==> config.mk <==
export PLATFORM = sky130hd
export DESIGN_NAME = x9_seq_ctrl
export DESIGN_NICKNAME = d
export VERILOG_FILES = /design/src/rtl/x9_seq_ctrl.sv
export SDC_FILE = /design/constraint.sdc
export NUM_CORES = 1
export LEC_CHECK = 0
export ABC_AREA = 1
export BUFFER_PORTS_ARGS = -buffer_cell sky130_fd_sc_hd__buf_2
export CAP_MARGIN = 20
export CORE_MARGIN = 2
export CORE_UTILIZATION = 49
export DETAILED_ROUTE_END_ITERATION = 10
export MAX_ROUTING_LAYER = met4
export PLACE_DENSITY = 0.85
export SETUP_SLACK_MARGIN = 0.4
export SLEW_MARGIN = 0
export SYNTH_ARGS = -nofsm -noshare
export SYNTH_HDL_FRONTEND = slang
export SYNTH_SLANG_ARGS = --single-unit
==> constraint.sdc <==
create_clock -name clk -period 1.9 [get_ports clk]
set_clock_uncertainty 0.2 [all_clocks]
set_input_delay 0.285 -clock clk [delete_from_list [all_inputs] [get_ports clk]]
set_output_delay 0.285 -clock clk [all_outputs]
set_load 0.01 [all_outputs]
==> src/rtl/x9_seq_ctrl.sv <==
// X9 core sequencer: walks FETCH -> EXEC -> (MEMWAIT) -> WB, owns the PC,
// counts retired instructions and halts on HALT or on a data-memory timeout.
module x9_seq_ctrl #(
  parameter int unsigned PC_W        = 10,
  parameter int unsigned CNT_W       = 16,
  parameter int unsigned MEM_TIMEOUT = 15
) (
  input  logic             clk,
  input  logic             reset,
  input  logic             start,
  input  logic             halt,
  input  logic             mem_op,
  input  logic             mem_ready,
  input  logic             branch_en,
  input  logic             branch_taken,
  input  logic             br_abs,
  input  logic [PC_W-1:0]  target,
  output logic [PC_W-1:0]  pc,
  output logic             fetch_en,
  output logic             wb_en,
  output logic             done,
  output logic             fault,
  output logic [CNT_W-1:0] instr_cnt,
  output logic [2:0]       state
);

  localparam int unsigned TO_W = $clog2(MEM_TIMEOUT + 1);
  localparam logic [TO_W-1:0] ToLimit = TO_W'(MEM_TIMEOUT);

  typedef enum logic [2:0] {
    StIdle    = 3'd0,
    StFetch   = 3'd1,
    StExec    = 3'd2,
    StMemWait = 3'd3,
    StWb      = 3'd4,
    StHalt    = 3'd5
  } state_e;

  state_e            state_q, state_d;
  logic [PC_W-1:0]   pc_q, pc_d;
  logic [CNT_W-1:0]  cnt_q, cnt_d;
  logic [TO_W-1:0]   to_q, to_d;
  logic              fault_q, fault_d;
  logic [TO_W-1:0]   to_inc;
  logic              to_hit;
  logic              take_branch;

  assign to_inc      = to_q + TO_W'(1);
  assign to_hit      = (to_inc == ToLimit);
  assign take_branch = branch_en & branch_taken;

  // State register
  always_ff @(posedge clk or negedge reset) begin
    if (!reset) begin
      state_q <= StIdle;
    end else begin
      state_q <= state_d;
    end
  end

  // Next-state logic
  always_comb begin
    state_d = state_q;
    unique case (state_q)
      StIdle:    if (start) state_d = StFetch;
      StFetch:   state_d = StExec;
      StExec: begin
        if (halt)        state_d = StHalt;
        else if (mem_op) state_d = StMemWait;
        else             state_d = StWb;
      end
      // A ready on the limit cycle still completes the access.
      StMemWait: begin
        if (mem_ready)   state_d = StWb;
        else if (to_hit) state_d = StHalt;
      end
      StWb:      state_d = StFetch;
      StHalt:    state_d = StHalt;
      default:   state_d = StIdle;
    endcase
  end

  // Moore strobes
  always_comb begin
    fetch_en = 1'b0;
    wb_en    = 1'b0;
    done     = 1'b0;
    unique case (state_q)
      StFetch: fetch_en = 1'b1;
      StWb:    wb_en    = 1'b1;
      StHalt:  done     = 1'b1;
      default: ;
    endcase
  end

  // Datapath registers
  always_ff @(posedge clk or negedge reset) begin
    if (!reset) begin
      pc_q    <= '0;
      cnt_q   <= '0;
      to_q    <= '0;
      fault_q <= 1'b0;
    end else begin
      pc_q    <= pc_d;
      cnt_q   <= cnt_d;
      to_q    <= to_d;
      fault_q <= fault_d;
    end
  end

  always_comb begin
    pc_d    = pc_q;
    cnt_d   = cnt_q;
    to_d    = to_q;
    fault_d = fault_q;
    unique case (state_q)
      StExec: to_d = '0;
      StMemWait: begin
        if (!mem_ready) begin
          to_d = to_inc;
          if (to_hit) fault_d = 1'b1;
        end
      end
      StWb: begin
        // Modular add of a PC_W-bit two's-complement offset equals the sign-extended sum.
        if (take_branch && br_abs) pc_d = target;
        else if (take_branch)      pc_d = pc_q + target;
        else                       pc_d = pc_q + PC_W'(1);
        if (cnt_q != {CNT_W{1'b1}}) cnt_d = cnt_q + CNT_W'(1);
      end
      default: ;
    endcase
  end

  assign pc        = pc_q;
  assign instr_cnt = cnt_q;
  assign fault     = fault_q;
  assign state     = state_q;

endmodule

==> results.md <==
| Result | This run | Unit |
|---|---|---|
| Outcome | finished, final reports clean | - |
| Routed via count | 2808 | - |
| Cell chosen for the clock root | clkbuf_8 | - |
| Number of cells on the worst reg-to-reg path | 11 | - |
| Count of flip-flops with a built-in enable after synthesis | 0 | - |
| Final worst path period share | 97.9 | % |
| Crit path capture type | register | - |
| Worst voltage drop across the vdd grid | 0.000941 | V |
| 1st-iter DRT viols | 250 | - |
| Finished Cell Area | 0.00392 | sq mm |
| Peak per-stage delay on the critical path | 0.44 | ns |
| Dominant delay contributor by cell family on the critical path | simple AND/OR/NAND/NOR gates | - |
| Final number of setup-violating endpoints | 0 | - |
| Clock tree sinks | 34 | - |
| Number of antenna violations at the first check in global routing | 0 | - |
| Headroom to the max-slew limit | 65.6 | % |
| Remaining antenna violation count | 0 | - |
| Maximum number of pins on one net before global-route repair | 19 | - |
| Die H | 73.7 | microns |
| Length of the first detailed-routing pass in iterations | 5 | - |
| Standby leakage power | 1.96 | nW |
| Worst-case register-to-register setup slack | 0.04 | ns |
| Number of CTS-inserted buffers | 5 | - |
| Worst Hold Path Cells | 3 | - |
| Warnings from Yosys | 0 | - |
| Dominant cell type by count on the critical path | nand2_1 | - |
| Residual DRC count | 0 | - |
| Post-synthesis instance total | 316 | - |
| Worst skew pair latency | 0.30 | ns |
| Cell types with the highest counts after synthesis | nand2_1, nor2_1, inv_1 | - |
| Slew of the pin with the lowest slew margin | 0.515 | ns |
| Detailed placement HPWL | 4370 | microns |
| Post-synthesis to final-layout area growth | 64.5 | % |
| IO Pins | 52 | - |
| Register bit total from synthesis | 34 | - |
| Flip-flop and latch area | 863 | sq um |
| Launch instance of the worst min-delay path | target[2] | - |
| Core region area | 0.00469 | sq mm |
| Critical-path cell with the highest stage delay | dfrtp_2 | - |
| Critical Path Fanout Max | 4 | - |
| Vias in the first global route | 2715 | - |
| Ant diodes | 0 | - |
| Total nets after synthesis | 348 | - |
| Num rows | 25 | - |
| Routability congestion estimate | 0.879 | - |
| Initial core utilization | 50.8 | % |
| Synthesized area divided by synthesized cell count | 7.54 | sq um |
| Signal arrival time at the worst endpoint | 1.89 | ns |
| Total global-route track usage | 30.0 | % |
| Die width | 73.7 | microns |
| Proportion of netlist area held by the largest area contributor | 35.7 | % |
| Count of buffering cells on the critical path with inverters included | 1 | - |
| Worst reg2reg endpoint | pc[9]$_DFFE_PN0P_ | - |
| Nets | 456 | - |
| Area of the multi-input gates | 0.00197 | sq mm |
| Die ar. | 0.00544 | sq mm |
| Biggest area consumer among synthesized cells | dfrtp_1 | - |
| Area contributors post-synth | dfrtp_1, nand2_1, ha_1 | - |
| Seq/Total Area, Yosys | 35.7 | % |
| Total routed wirelength | 8970 | microns |
| Post-DP Area | 0.00297 | sq mm |
| Max-slew violations | 0 | - |
| CP Class | register to register | - |
| Max-cap viol count | 0 | - |
| H-tree levels | 2 | - |
| Worst hold slack | 0.0646 | ns |
| Post-synth top flop | dfrtp_1 | - |
| Post-Syn Area | 0.00238 | sq mm |
| Hold Fails Final Rpt | 0 | - |
| Clock transition time at the flip-flop clock pins of the worst setup and hold paths | 0.08 | ns |
| Clock tree from TritonCTS | built | - |
| Required time of the worst setup path | 1.93 | ns |
| Unrepaired setup endpoints after global routing | true | - |
| Clock buffer depth | 2 | - |
| Total power density per cell area | 1280 | mW/mm^2 |
| Count of unique library cells instantiated by Yosys | 34 | - |
| Routed WL per cell | 18.7 | microns |
| Minimum period implied by the final worst setup slack | 1.86 | ns |
| Reg-to-reg startpoint | pc[2]$_DFFE_PN0P_ | - |
| Max Fclk | 537 | MHz |
| First-pass GRT wire length | 12200 | microns |
| Share of cells above drive strength 1 | 53.2 | % |
| Accumulated negative setup slack | 0 | ns |
| Destination of the worst hold path | pc[2]$_DFFE_PN0P_ | - |
| Crit path cell chain | ha_4 -> buf_4 -> nand2_1 -> nand2_1 -> nand2_1 -> nand2_1 -> nand2_2 -> nand3_1 -> nand2_1 -> nand3_1 -> a21oi_1 | - |
| Library cell with the highest instance count after synthesis | nand2_1 | - |
| Post-DR vias/cell | 5.86 | - |
| Hold Path Class | primary input to register | - |
| Proportion of synthesized flip-flops having asynchronous set or reset | 100 | % |
| GRT overflow | 0 | - |
| Kind of launch point of the worst setup path | register | - |
| Fillcell total | 261 | - |
| Number of buffer cells added on primary ports | 51 | - |
==> tightest hold or removal path, cell delays in order <==
cell      delay [ns]
buf_2           0.09
o211ai_1        0.09
nand2_1         0.07
==> kinds of logic after synthesis <==
group,Yosys count,synth area share (%)
AO/OA/AOI/OAI,45,11.4
XOR/XNOR,16,6.19
adder cells (fa/ha/maj),13,7.14
buffers and inverters,41,7.19
flip-flops,34,35.7
AND/OR/NAND/NOR,167,32.4
==> how the worst max path moves through the flow <==
stage | startpoint | cells after the start | end
finish | pc[2]$_DFFE_PN0P_ | 11 | pc[9]$_DFFE_PN0P_
floorplan | branch_en | 11 | pc[8]$_DFFE_PN0P_
detailed placement | branch_en | 12 | pc[8]$_DFFE_PN0P_
global route | branch_en | 11 | pc[9]$_DFFE_PN0P_
CTS | pc[0]$_DFFE_PN0P_ | 9 | pc[8]$_DFFE_PN0P_
global placement | branch_en | 12 | pc[8]$_DFFE_PN0P_
==> timing repair <==
item | CTS | global route
pin swaps | 37 | 29
endpoints found under the setup margin | 31 | 45
setup buffers | 22 | 11
hold buffers | 1 | 0
resized for setup | 67 | 70
endpoints found under the hold margin | 16 | 0
cloned | 3 | 0
==> metrics by stage <==
step                std cells  setup slack [ns]  util, %  power [mW]
floorplan                 316            0.0609        -        2.47
global placement          434            -0.143     63.2        3.01
detailed placement        434            -0.185     63.2        3.08
CTS                       468             0.127     75.8        4.35
global route              479           -0.0530     83.6        5.27
finish                    479            0.0394     83.6        5.01
==> final cells by class <==
| cell class | count | share of cell area, % |
|---|---|---|
| clock inverters | 2 | 0.319 |
| flip-flops and latches | 34 | 22.0 |
| repair buffers | 102 | 19.6 |
| inverters | 37 | 3.99 |
| clock buffers | 6 | 2.11 |
| well taps | 54 | 1.72 |
| multi-input cells | 244 | 50.3 |
==> layout by cell type, fill, tap and decap left out, types with 7 or more instances in the layout <==
cell      n
nand2_2  13
dfrtp_1  24
a21oi_1  18
nor2_2    8
nand2_4   8
xor2_1    7
o21ai_1   7
inv_1    30
nand3_1  13
buf_4    31
buf_2    47
buf_6    19
ha_4      9
nor2_1   25
nand2_1  56
dfrtp_2  10
nand3_2  13
==> metal layers <==
metal	vias to the layer above	wire length, microns	track usage (%)	part of all wire (%)
met5	-	0	-	0
met4	0	382	8.28	4.3
met3	44	588	5.62	6.6
met2	165	4750	54.7	53
met1	1352	3250	33.2	36
li1	1247	-	-	-
==> registers in the layout (all words and copies together), names as in the netlist <==
signal	count
fault	1
instr_cnt	16
state	3
pc	10
to_q	4
==> power by group <==
group | total (mW) | switching, mW | leakage [nW] | internal (mW)
clock network | 0.585 | 0.293 | 0.0472 | 0.292
registers | 1.20 | 0.267 | 0.421 | 0.937
logic | 3.22 | 1.72 | 1.49 | 1.50
Note: power is estimated with default switching activity, not from simulation.
